$ cat src/rtl/aim_neuron.sv
// aim_neuron: ternary-weight ("add / ignore / minus") neuron.
//
// Forms the signed dot product of 20 activations with 20 ternary weights
// without any multipliers. Each lane contributes +A, -A or 0. The result is
// saturated to the OUT_W signed range and registered. There are two pipeline
// stages: per-lane terms, then the sum and saturation.
//
// Ports:
//   A1..A20     in  ACT_W  signed activations
//   W1..W20     in  2      ternary weights: 01=+1, 11=-1, 00=0, 10=reserved (0)
//   clk         in  1      rising-edge clock
//   rst         in  1      synchronous active-high reset; clears both stages
//   out_neuron  out OUT_W  signed saturated result, 2 edges after its inputs
//
// Optional feature: define AIM_RELU_EN to clamp negative results to 0 after
// saturation. The latency stays at 2.
module aim_neuron #(
  parameter int unsigned ACT_W = 9,
  parameter int unsigned OUT_W = 13
) (
  input  logic signed [ACT_W-1:0] A1,
  input  logic signed [ACT_W-1:0] A2,
  input  logic signed [ACT_W-1:0] A3,
  input  logic signed [ACT_W-1:0] A4,
  input  logic signed [ACT_W-1:0] A5,
  input  logic signed [ACT_W-1:0] A6,
  input  logic signed [ACT_W-1:0] A7,
  input  logic signed [ACT_W-1:0] A8,
  input  logic signed [ACT_W-1:0] A9,
  input  logic signed [ACT_W-1:0] A10,
  input  logic signed [ACT_W-1:0] A11,
  input  logic signed [ACT_W-1:0] A12,
  input  logic signed [ACT_W-1:0] A13,
  input  logic signed [ACT_W-1:0] A14,
  input  logic signed [ACT_W-1:0] A15,
  input  logic signed [ACT_W-1:0] A16,
  input  logic signed [ACT_W-1:0] A17,
  input  logic signed [ACT_W-1:0] A18,
  input  logic signed [ACT_W-1:0] A19,
  input  logic signed [ACT_W-1:0] A20,
  input  logic        [1:0]       W1,
  input  logic        [1:0]       W2,
  input  logic        [1:0]       W3,
  input  logic        [1:0]       W4,
  input  logic        [1:0]       W5,
  input  logic        [1:0]       W6,
  input  logic        [1:0]       W7,
  input  logic        [1:0]       W8,
  input  logic        [1:0]       W9,
  input  logic        [1:0]       W10,
  input  logic        [1:0]       W11,
  input  logic        [1:0]       W12,
  input  logic        [1:0]       W13,
  input  logic        [1:0]       W14,
  input  logic        [1:0]       W15,
  input  logic        [1:0]       W16,
  input  logic        [1:0]       W17,
  input  logic        [1:0]       W18,
  input  logic        [1:0]       W19,
  input  logic        [1:0]       W20,
  input  logic                    clk,
  input  logic                    rst,
  output logic signed [OUT_W-1:0] out_neuron
);

  localparam int unsigned NumLanes = 20;
  // One extra bit so that negating the most negative activation is exact.
  localparam int unsigned TermW = ACT_W + 1;
  // 20 terms need 5 growth bits. The floor of 15 bits keeps the default
  // configuration wide enough, and OUT_W+1 keeps the saturation compare valid.
  localparam int unsigned SumA = (TermW + 5 > 15) ? TermW + 5 : 15;
  localparam int unsigned SumW = (SumA > OUT_W + 1) ? SumA : OUT_W + 1;

  localparam logic signed [SumW-1:0] SatMax =
      $signed({{(SumW - OUT_W + 1){1'b0}}, {(OUT_W - 1){1'b1}}});
  localparam logic signed [SumW-1:0] SatMin =
      $signed({{(SumW - OUT_W + 1){1'b1}}, {(OUT_W - 1){1'b0}}});
  localparam logic signed [OUT_W-1:0] OutMax = {1'b0, {(OUT_W - 1){1'b1}}};
  localparam logic signed [OUT_W-1:0] OutMin = {1'b1, {(OUT_W - 1){1'b0}}};

  logic signed [ACT_W-1:0] w_act  [NumLanes];
  logic        [1:0]       w_wgt  [NumLanes];
  logic signed [TermW-1:0] w_term [NumLanes];
  logic signed [TermW-1:0] r_term [NumLanes];
  logic signed [SumW-1:0]  w_sum;
  logic signed [OUT_W-1:0] w_sat;

  assign w_act = '{A1, A2, A3, A4, A5, A6, A7, A8, A9, A10,
                   A11, A12, A13, A14, A15, A16, A17, A18, A19, A20};
  assign w_wgt = '{W1, W2, W3, W4, W5, W6, W7, W8, W9, W10,
                   W11, W12, W13, W14, W15, W16, W17, W18, W19, W20};

  // Weight decode: the reserved code 2'b10 contributes nothing, like 2'b00.
  always_comb begin
    for (int i = 0; i < NumLanes; i++) begin
      w_term[i] = '0;
      case (w_wgt[i])
        2'b01:   w_term[i] = {w_act[i][ACT_W-1], w_act[i]};
        2'b11:   w_term[i] = -{w_act[i][ACT_W-1], w_act[i]};
        default: w_term[i] = '0;
      endcase
    end
  end

  always_comb begin
    w_sum = '0;
    for (int i = 0; i < NumLanes; i++) begin
      w_sum = w_sum + {{(SumW - TermW){r_term[i][TermW-1]}}, r_term[i]};
    end
  end

  always_comb begin
    if (w_sum > SatMax) begin
      w_sat = OutMax;
    end else if (w_sum < SatMin) begin
      w_sat = OutMin;
    end else begin
      w_sat = w_sum[OUT_W-1:0];
    end
`ifdef AIM_RELU_EN
    if (w_sat[OUT_W-1]) begin
      w_sat = '0;
    end
`endif
  end

  always_ff @(posedge clk) begin
    if (rst) begin
      for (int i = 0; i < NumLanes; i++) begin
        r_term[i] <= '0;
      end
      out_neuron <= '0;
    end else begin
      for (int i = 0; i < NumLanes; i++) begin
        r_term[i] <= w_term[i];
      end
      out_neuron <= w_sat;
    end
  end

endmodule

$ cat config.mk
export PLATFORM = sky130hd
export DESIGN_NAME = aim_neuron
export DESIGN_NICKNAME = d
export VERILOG_FILES = /design/src/rtl/aim_neuron.sv
export SDC_FILE = /design/constraint.sdc
export NUM_CORES = 1
export LEC_CHECK = 0
export CAP_MARGIN = 20
export CORE_ASPECT_RATIO = 0.6
export CORE_MARGIN = 1.5
export CORE_UTILIZATION = 42
export CTS_CLUSTER_SIZE = 14
export DETAILED_ROUTE_END_ITERATION = 7
export DONT_BUFFER_PORTS = 1
export PLACE_DENSITY = 0.55
export SLEW_MARGIN = 15
export SYNTH_ARGS = -nofsm -noshare
export SYNTH_HDL_FRONTEND = slang
export SYNTH_SLANG_ARGS = --single-unit
$ cat constraint.sdc
create_clock -name clk -period 6.4 [get_ports clk]
set_input_delay 0.64 -clock clk [delete_from_list [all_inputs] [get_ports clk]]
set_output_delay 0.64 -clock clk [all_outputs]
set_load 0.01 [all_outputs]
==> flow_summary.json, run 1 <==
{
  "outcome": "finished, final reports clean",
  "p_sw_mw": 5.052,
  "timing.critical_path.to_type": "flip-flop",
  "crit_buf_inv": 9,
  "drcViolationCount": 0,
  "dieWidth_um": 242.9,
  "clock.fmax_mhz": 162.0,
  "critical_path.startpoint_type": "flip-flop",
  "cts.reportedPaths.clkPinSlew_ns": 0.07,
  "final_max_slew_viol_count": 0,
  "dr_total_vias": 9671,
  "syn-mean-instance-area_um2": 9.386,
  "swShare": 0.4720,
  "grt_start_max_net_pins": 25,
  "max-clock-path-buffers": 3,
  "io_buffer_count": 0,
  "rsz_0062_raised_after_global_routing": "false",
  "placement_rows": 52,
  "final_util": 0.4670,
  "wl_per_cell_um": 17.41,
  "grt_first_pass_wirelength_mm": 54.97,
  "clock_tree_sinks": 213,
  "finalWorstSetupSlack_ns": 0.2267,
  "timing.critical_path.cells": "fa_1 -> inv_1 -> fa_1 -> inv_1 -> fa_1 -> inv_1 -> fa_1 -> buf_4 -> fa_1 -> inv_1 -> fa_1 -> inv_1 -> fa_1 -> inv_1 -> ha_2 -> a21oi_2 -> o21ai_2 -> xnor2_2 -> buf_4 -> o211ai_1 -> buf_4 -> o31ai_1",
  "grt_pass1_vias": 10150,
  "cts-htree-levels": 1,
  "syn_area_um2": 14500,
  "internal-power_mw": 5.651,
  "layout_common_cells": "inv_1 (328), nor2_1 (227), dfxtp_1 (213)",
  "postSynthNetCount": 2004,
  "gp_congestion": 0.8664,
  "cp_slowest_stage_delay_ns": 0.58,
  "grtUsageTotal": 0.2007,
  "viasPerCell": 4.778,
  "finalHoldViolCount": 0,
  "antennaDiodeCount": 0,
  "clockRootBuffer": "clkbuf_16",
  "critical-path-slowest-cell": "fa_1",
  "setup_tns_ns": 0,
  "fin_crit_sh": 0.9646,
  "drt-pass1-iter-count": 5,
  "dp_hpwl_mm": 30.07,
  "numCtsBuffers": 21,
  "layout-drive-gt1-share": 0.05623,
  "postCtsHoldBufs": 0,
  "yosys_warnings": 0,
  "yosysUniqueCellTypes": 46,
  "power.leakage_nw": 7.233,
  "slew_of_the_pin_with_the_lowest_slew_margin_ns": 0.7975,
  "maximum_vdd_ir_drop_mv": 0.9959,
  "timing_worst_setup_path_type": "reg2reg",
  "fin_worst_skew_ns": 0.009470,
  "timing.final.setup_violations": 0,
  "initial_antenna_violation_count": 0,
  "start_util": 0.4286,
  "critPathArrivalTime_ns": 6.57,
  "synthCells": 1545,
  "min_path_type": "in2reg",
  "finalWorstPathRequiredPeriod_ns": 6.173,
  "critical_path_required_ns": 6.80,
  "areaGrowthSynthToFinish_pct": 8.947,
  "route.antenna.remaining_nets": 0,
  "preCtsSetupSlack_ns": -0.2101,
  "yosys_most_used_dff": "dfxtp_1",
  "worst_slew_margin_rel": 0.4675,
  "die_y_um": 146.9,
  "sequentialPowerShare": 0.149,
  "crit_family": "adder cells",
  "clock_power_frac": 0.116,
  "layout.cells.most_common": "inv_1",
  "drv_cap": 0,
  "fp.coreArea_um2": 33830,
  "synth_seq_area_share": 0.2940,
  "detailedRoute.firstIterationViolations": 527,
  "clock_tree_from_tritoncts": "built",
  "cpMostUsedCell": "fa_1",
  "layout.nets": 2013,
  "synth.ff_latch_count": 213,
  "power-per-cell-area_nw_per_um2": 677.4,
  "sum_of_overflow_across_all_layers_after_global_routing": 0,
  "asyncSetResetFlopFracSynth": 0,
  "floorplan.io_pins": 235,
  "power.share.combinational": 0.735,
  "die_area_um2": 35690,
  "worstPathMaxFanout": 12,
  "wirelength_mm": 35.25,
  "worstSkewPairLatency_ns": 0.51,
  "synth_edf_count": 0
}
## through the flow
step,instances,cell area (um2),power (mW),hold slack (ns)
after floorplan,1545,14500,7.139,0.5720
after global placement,1989,15040,8.399,0.6454
after detailed placement,1989,15040,8.367,0.6292
after CTS,2024,15720,9.951,0.1750
after global routing,2024,15800,11.74,0.1836
final,2024,15800,10.70,0.2056
## cell usage after synthesis, types with 9 or more instances
cell        n  area share
inv_1     328       0.085
nor2_1    227       0.059
dfxtp_1   213        0.29
fa_1      192        0.27
xor2_1    123       0.074
nand2_1   111       0.029
ha_1       45       0.039
o31ai_1    45       0.023
o41ai_1    32       0.019
xnor2_1    30       0.018
o21ai_0    29       0.010
clkbuf_1   23      0.0060
nor2b_1    22      0.0095
mux2_2     20       0.016
mux2i_1    20       0.014
nand3_1    13      0.0045
nor3_1     13      0.0045
a21oi_1     9      0.0031
## power by group through the flow
stage	clock (mW)	sequential, mW	combinational [mW]
floorplan	0	1.60	5.53
global placement	0	1.62	6.78
detailed placement	0	1.62	6.75
CTS	1.28	1.59	7.08
global route	1.33	1.61	8.80
finish	1.24	1.60	7.87
## logic make-up after synthesis
family,count (synthesis),synth area share
adders and majority gates,237,0.3039
buffers and inverters,356,0.09370
AOI/OAI and AO/OA,134,0.06808
DFF,213,0.2940
and+or+nand+nor,412,0.1186
xor gates and xnor gates,153,0.09241
muxes,40,0.02934
## sequential cells by signal (all words and copies together) (netlist names)
name / flops
out_neuron: 13
r_term: 200
## metal layers
metal	routed length, um	track usage	up-vias
met4	535	0.03634	0
li1	-	-	4726
met1	18920	0.3187	4686
met3	2345	0.05024	35
met2	13450	0.2724	224
met5	0	0	-
## worst paths after layout
check,slack [ns],startpoint,depth (start not counted),endpoint
worst max register to register,0.23,r_term[0][9],22,out_neuron[6]
worst max-delay path,0.23,r_term[0][9],22,out_neuron[6]
worst min-delay path,0.21,rst,1,out_neuron[12]
worst min register to register,0.64,r_term[1][30],3,out_neuron[0]
## area by class of cell
class,instances,area (um2)
clock buffer,28,581.8
clock inverter,6,87.58
fill,3303,18030
inverter,329,1235
multi-input combinational,976,8959
sequential,213,4264
tap,459,574.3
timing repair buffer,13,97.59
## timing repair
action | CTS | global route
setup buffers | 1 | 0
cloned | 0 | 0
pin swaps | 1 | 3
gates resized for setup | 1 | 12
endpoints found under the setup margin | 12 | 12
(Power assumes the default switching activity.)
==> run 2: changes to the inputs <==
TNS_END_PERCENT = 100   (was default)
==> results of run 2 <==
The final DEF is identical to that of run 1; final timing and power are the same.
